--- config.mk ---
export PLATFORM = sky130hd
export DESIGN_NAME = rom_access_arbiter
export DESIGN_NICKNAME = d
export VERILOG_FILES = /design/src/rtl/rom_access_arbiter.sv
export SDC_FILE = /design/constraint.sdc
export NUM_CORES = 1
export LEC_CHECK = 0
export BUFFER_PORTS_ARGS = -buffer_cell sky130_fd_sc_hd__clkbuf_2
export CAP_MARGIN = 10
export CORE_ASPECT_RATIO = 0.8
export CORE_MARGIN = 5
export CORE_UTILIZATION = 46
export CTS_CLUSTER_DIAMETER = 120
export DETAILED_ROUTE_END_ITERATION = 8
export PLACE_DENSITY = 0.82
export SKIP_LAST_GASP = 1
export SLEW_MARGIN = 20
export SYNTH_ARGS = -nofsm -noshare
export SYNTH_HDL_FRONTEND = slang
export SYNTH_SLANG_ARGS = --single-unit
--- constraint.sdc ---
create_clock -name clock0 -period 3.5 [get_ports clock0]
set_input_delay 0.525 -clock clock0 [delete_from_list [all_inputs] [get_ports clock0]]
set_output_delay 0.525 -clock clock0 [all_outputs]
set_load 0.005 [all_outputs]
--- src/rtl/rom_access_arbiter.sv ---
// Round-robin arbiter that shares a single fixed-latency ROM read port among NUM_REQ requesters.
// One access is in flight at a time. The next grant can be issued in the cycle that the response is presented.
//
// state  | meaning
// S_IDLE | no access in flight; a grant is issued here if any requester is valid
// S_WAIT | ROM address held stable; the latency counter counts down to the capture edge
module rom_access_arbiter #(
  parameter int NUM_REQ     = 4,
  parameter int ADDR_W      = 7,
  parameter int DATA_W      = 8,
  parameter int ROM_LATENCY = 1
) (
  input  logic                      clock0,
  input  logic                      global_resetn,
  input  logic [NUM_REQ-1:0]        req_valid,
  input  logic [NUM_REQ*ADDR_W-1:0] req_addr,
  output logic [NUM_REQ-1:0]        req_ready,
  output logic [NUM_REQ-1:0]        rsp_valid,
  output logic [DATA_W-1:0]         rsp_data,
  output logic [ADDR_W-1:0]         rom_address,
  input  logic [DATA_W-1:0]         rom_data,
  output logic                      busy
);

  localparam int IDX_W = $clog2(NUM_REQ);
  localparam int CNT_W = $clog2(ROM_LATENCY + 1);

  typedef enum logic {S_IDLE, S_WAIT} state_t;

  state_t              state_q, state_d;
  logic [IDX_W-1:0]    gnt_idx_q, gnt_idx_d;
  logic [CNT_W-1:0]    cnt_q, cnt_d;
  logic [ADDR_W-1:0]   addr_q, addr_d;
  logic [NUM_REQ-1:0]  rsp_valid_q, rsp_valid_d;
  logic [DATA_W-1:0]   rsp_data_q, rsp_data_d;

  logic                grant_any;
  logic [IDX_W-1:0]    grant_idx;
  logic [IDX_W-1:0]    cand_idx;
  int                  cand;

  // gnt_idx_q serves both as the round-robin pointer and as the index of the in-flight access.
  always_comb begin
    grant_any = 1'b0;
    grant_idx = gnt_idx_q;
    cand      = 0;
    cand_idx  = '0;
    for (int k = 1; k <= NUM_REQ; k++) begin
      cand     = (int'(gnt_idx_q) + k) % NUM_REQ;
      cand_idx = IDX_W'(cand);
      if (!grant_any && req_valid[cand_idx]) begin
        grant_any = 1'b1;
        grant_idx = cand_idx;
      end
    end
  end

  always_ff @(posedge clock0) begin
    if (!global_resetn) begin
      state_q     <= S_IDLE;
      gnt_idx_q   <= IDX_W'(NUM_REQ - 1);
      cnt_q       <= '0;
      addr_q      <= '0;
      rsp_valid_q <= '0;
      rsp_data_q  <= '0;
    end else begin
      state_q     <= state_d;
      gnt_idx_q   <= gnt_idx_d;
      cnt_q       <= cnt_d;
      addr_q      <= addr_d;
      rsp_valid_q <= rsp_valid_d;
      rsp_data_q  <= rsp_data_d;
    end
  end

  always_comb begin
    state_d     = state_q;
    gnt_idx_d   = gnt_idx_q;
    cnt_d       = cnt_q;
    addr_d      = addr_q;
    rsp_valid_d = '0;
    rsp_data_d  = rsp_data_q;
    case (state_q)
      S_IDLE: begin
        if (grant_any) begin
          state_d   = S_WAIT;
          gnt_idx_d = grant_idx;
          cnt_d     = CNT_W'(ROM_LATENCY);
          addr_d    = req_addr[grant_idx*ADDR_W +: ADDR_W];
        end
      end
      S_WAIT: begin
        cnt_d = cnt_q - CNT_W'(1);
        // The terminal count is reached on this edge, so rom_data has settled for ROM_LATENCY cycles.
        if (cnt_q == CNT_W'(1)) begin
          state_d                = S_IDLE;
          rsp_data_d             = rom_data;
          rsp_valid_d[gnt_idx_q] = 1'b1;
        end
      end
      default: state_d = S_IDLE;
    endcase
  end

  always_comb begin
    req_ready = '0;
    if (global_resetn && (state_q == S_IDLE) && grant_any) begin
      req_ready[grant_idx] = 1'b1;
    end
    busy = (state_q == S_WAIT);
  end

  assign rom_address = addr_q;
  assign rsp_valid   = rsp_valid_q;
  assign rsp_data    = rsp_data_q;

endmodule

# --- After elaboration in Yosys (flattened, before gate mapping) ---
# Index checks and enable logic that the tools add are counted.
# Widths: inputs -> output; s select.
totals:
  reg_bits: 23
  romBits: 0
  memories: 0
  elab_cells: 62
  latchBits: 0
  out_inout_bits: 24
  in_bits: 42
  mem_bits_rw: 0
op_classes:
  n_addsub: 5
  n_div: 0
  mux: 26
  shifts: 1
  n_mul: 1
  n_eq_ne: 1
  reduce_logical: 13
  n_bitwise: 1
  order_cmp: 8
ops:
  columns: ["op", "n"]
  rows:
  - ["$shiftx 28x6->7", 1]
  - ["$lt 2x3->1 const B", 6]
  - ["$mux 1", 13]
  - ["$bmux 1 s2", 4]
  - ["$mux 2", 4]
  - ["$logic_and 1x1->1", 7]
  - ["$mul 2x3->5 const B", 1]
  - ["$add 2x1->2 const B", 2]
  - ["$add 2x2->2 const B", 2]
  - ["$demux 1 s2", 2]
  - ["$ge 2x1->1 const B", 2]
  - ["$mux 4", 1]
  - ["$pmux 1 s2", 2]
  - ["$reduce_and 2->1", 2]
  - ["$logic_not 1->1", 3]
  - ["$reduce_and 3->1", 1]
  - ["$ne 2x2->1 const B", 1]
  - ["$not 1->1", 1]
  - ["$sub 1x1->1 const B", 1]

# --- Longest topological paths before layout ---
logic_depth:
  word_depth: 18
  mapped_depth: 9
  ltp_nobuf: 7

# --- Least setup slack after synthesis ---
# No wires, ideal clock.
synth_path:
  path_type: "register to output"
  start: "register gnt_idx_q[0]"
  end: "output req_ready[1]"
  n_path_buf: 2
  path_slack_ns: 0.564
  stages_incl_launch_ff: 10
  required_ns: 2.975
  t_arrival_ns: 2.411
  path_cell_list: "dfxtp_1 -> buf_6 -> inv_1 -> ha_1 -> mux4_2 -> nor3b_2 -> mux2i_1 -> and2_4 -> buf_6 -> and3_1"
synth_between:
  elab_chain_cells: 18
  word_cells_on_any_way: 33
  classes_between: "4 x add/sub; 2 x order compare; 19 x mux; 8 x reduce/logical"
synth_lines:
  columns: ["item", "line", "text"]
  rows:
  - ["start, declared", "31", "logic [IDX_W-1:0] gnt_idx_q, gnt_idx_d;"]
  - ["start signal, assigned", "61", "gnt_idx_q <= IDX_W'(NUM_REQ - 1);"]
  - ["start signal, assigned", "68", "gnt_idx_q <= gnt_idx_d;"]
  - ["$add 2x1->2", "49", "cand = (int'(gnt_idx_q) + k) % NUM_REQ;"]
  - ["$bmux 1 s2", "51", "if (!grant_any && req_valid[cand_idx]) begin"]
  - ["$mux 1 (not written as such)", "51", null]
  - ["$mux 1", "51", null]
  - ["$logic_not 1->1", "51", null]
  - ["$logic_and 1x1->1", "51", null]
  - ["$mux 1", "51", null]
  - ["$logic_not 1->1", "51", null]
  - ["[... 2 more ...]", null, null]
  - ["$logic_not 1->1", "51", null]
  - ["$logic_and 1x1->1", "51", null]
  - ["$mux 2", "51", null]
  - ["$lt 2x3->1 (not written as such) / $ge 2x1->1 (equally long branches)", "108", "req_ready[grant_idx] = 1'b1;"]
  - ["$logic_and 1x1->1 (not written as such)", "108", null]
  - ["$mux 1 (not written as such)", "108", null]
  - ["$demux 1 s2", "108", null]
  - ["$mux 4 *", "107", "if (global_resetn && (state_q == S_IDLE) && grant_any) begin"]
  - ["end, declared", "17", "output logic [NUM_REQ-1:0] req_ready,"]
# Every way passes the cells marked *; elsewhere a longest branch is shown, timed or not. The select of a mux whose other input is x is not followed.

# --- Final worst setup path ---
layout_path:
  start: "register gnt_idx_q[1]"
  end: "output req_ready[1]"
# The elaborated chain is that of the path after synthesis.

==> results.ini <==
[placed_design]
gp_congestion=0.787
dpl.hpwl_um=2410
io_buffers=65

[power_and_ir_drop]
intPower_mw=0.619
power.switching_mw=0.357
p_leak_nw=0.879
vdd_drop_max_mv=0.356
swShare_pct=36.6
p_per_area_nw_per_um2=550
seq_power_share_pct=32.6
power_frac_comb_pct=50.5
pwr-share-clk_pct=16.8

[die]
io-pin-count=66
die_w_um=71.1
die_y_um=58.9
placementRows=17
core_area_um2=2810
dieArea_um2=4190
start_util_pct=48.9

[synthesis]
ys_top_cells_by_area=dfxtp_1 (34%), mux2i_1 (11%), a221oi_2 (7.7%), nand2_1 (5.5%), mux4_2 (4.9%)
ys_async_sr_fraction_pct=0
ys_types=35
ys_seq_area_share_pct=33.5
yosys_warnings=0
ys_top_cells_by_count=dfxtp_1 (23), nand2_1 (20), mux2i_1 (15)
syn_area_um2=1370
synth_top_area_share_pct=33.5
yosysMostFrequentCell=dfxtp_1
syn_inst=139
ys.flop_type=dfxtp_1
syn_nets=185
synth_edf_count=0
synth_top_cell_by_area=dfxtp_1
avgSynthCellArea_um2=9.88
synth_seq_cells=23

[critical_path]
path_max_fanout=9
endpoint=req_ready[1]
crit_path_start_kind=register
critical_path_class=reg -> out
r2r.worst_path.cells=7
end_kind=output port
arrival_ns=2.83
r2r_start=gnt_idx_q[1]$_SDFFE_PN1P_
required_ns=2.97
crit_start=gnt_idx_q[1]$_SDFFE_PN1P_
reg2reg_slack_ns=0.78
r2r-end=rom_address[0]$_SDFFE_PN0P_

[timing]
hold_violations=0
setup_viol=0
period_needed_ns=3.36
rsz0062_at_grt=false
maxSlewHeadroom_pct=52.9
tightestPinTransition_ns=0.704
clock.fmax_mhz=298
finClkSkew_ns=0.00961
final_max_slew_viol_count=0
final.period_utilization_pct=96.0
fin_setup_tns_ns=0

[global_route]
track_usage_pct=15.4
first_global_vias=1180
grt_max_degree=27
grt_antenna_before_repair=0
grt_first_pass_wirelength_um=5270
grt_overflow=0

[clock_network]
clock-root-buffer=clkbuf_8
cts.clk_slew.worst_paths_ns=0.08
clock-sinks=23
clkLatencyLatePin_ns=0.27
clockBufferDepth=2
cts_buffers=3
cts_tree=yes
cts_resized=0
htreeDepth=1

[finish]
fin_nets=252
syn2layout_area_growth_pct=29.1
drive_gt1_share_pct=43.9
num_antenna_cells=0
fin_util_pct=63.2

[hold_path]
holdPathStages=2
holdCritPathClass=reg -> reg

[routing]
viasPerCell=5.08
wl_met2_um=1350
routed.top_layer=met3
drc=0
wl_met1_um=1480
final_antenna_net_count=0
firstDrtPassIters=4
drtIter0Drc=53
drt_wl_total_um=3150
vias=1235
wl_per_cell_um=12.9
wl_met3_um=309

[job]
max-cap-violations=0

[status]
status=finished clean

## layout by cell type (no fill, tap or decap), types with 3 or more instances in the layout
cell | synthesis | routed
a221oi_2 | 7 | 7
nand2_1 | 20 | 20
ha_1 | 4 | 4
inv_1 | 5 | 5
nor2_1 | 3 | 3
o21ai_0 | 10 | 10
buf_4 | 0 | 6
mux4_2 | 3 | 3
dfxtp_1 | 23 | 23
clkbuf_8 | 0 | 3
and3b_1 | 3 | 3
clkbuf_2 | 0 | 65
mux2i_1 | 15 | 15
and3_1 | 6 | 6
nor3b_1 | 3 | 3
a21boi_0 | 8 | 8
## kinds of logic (layout without fill, tap and decap cells)
group | count (synthesis) | count (layout) | share of synthesized area (%)
muxes | 18 | 18 | 15.8
buffers and inverters | 15 | 81 | 6.28
AOI/OAI and AO/OA | 36 | 36 | 22.5
and+or+nand+nor | 42 | 42 | 16.2
xor gates and xnor gates | 1 | 1 | 2.00
adders and majority gates | 4 | 4 | 3.64
DFF | 23 | 23 | 33.5
## metrics by stage
step | std cells | area, um^2 | power [mW] | hold slack, ns | setup WS, ns
after floorplan | 139 | 1370 | 0.707 | 0.453 | 0.564
after global placement | 235 | 1700 | 0.790 | 0.451 | 0.531
after detailed placement | 235 | 1700 | 0.796 | 0.459 | 0.426
after CTS | 239 | 1740 | 0.960 | 0.470 | 0.122
after global routing | 243 | 1770 | 1.04 | 0.491 | 0.00924
final | 243 | 1770 | 0.976 | 0.468 | 0.140
## worst min path at each step
stage	slack (ns)	endpoint	start
detailed placement	0.46	rsp_data[4]$_SDFFE_PN0P_	rsp_data[4]$_SDFFE_PN0P_
finish	0.47	rsp_data[7]$_SDFFE_PN0P_	rsp_data[7]$_SDFFE_PN0P_
floorplan	0.45	cnt_q$_SDFFE_PN0P_	cnt_q$_SDFFE_PN0P_
CTS	0.47	rsp_data[4]$_SDFFE_PN0P_	rsp_data[4]$_SDFFE_PN0P_
global placement	0.45	rsp_data[6]$_SDFFE_PN0P_	rsp_data[6]$_SDFFE_PN0P_
global route	0.49	rsp_data[2]$_SDFFE_PN0P_	rsp_data[2]$_SDFFE_PN0P_
## power groups by stage
stage	Combinational [mW]	Clock, mW	Sequential (mW)
6_report	0.493	0.164	0.318
5_1_grt	0.538	0.177	0.323
4_1_cts	0.474	0.168	0.318
3_5_place_dp	0.473	0	0.323
3_3_place_gp	0.467	0	0.323
2_1_floorplan	0.381	0	0.326
## layer usage
layer,global-route usage (%),vias up
li1,-,638
met1,21.1,541
met2,23.0,56
met3,6.14,0
met4,2.95,0
met5,0,-
## registers in the layout, summed over array words and instances (netlist names)
register	flops
rsp_data	8
rom_address	7
rsp_valid	4
gnt_idx_q	2
busy	1
cnt_q	1
## what timing repair did
item	in CTS	in global routing
buffers inserted	0	4
hold buffers	0	0
setup endpoints to repair	0	3
## critical path, stage by stage, from the launching register on
cell and delay, ns:
dfxtp_1 0.49, inv_1 0.16, ha_1 0.37, mux4_2 0.53
nor3b_2 0.18, mux2i_1 0.27, and2_4 0.28, and3_1 0.17
clkbuf_2 0.11
## area by class of cell
class	count	area (um^2)
clock buffers	3	41.3
flip-flops and latches	23	460
repair buffers	71	370
fillers	250	1030
multi-input cells	101	827
inverters	6	22.5
clock inverters	1	5.00
well taps	38	47.5
Note: power is estimated with default switching activity, not from simulation.
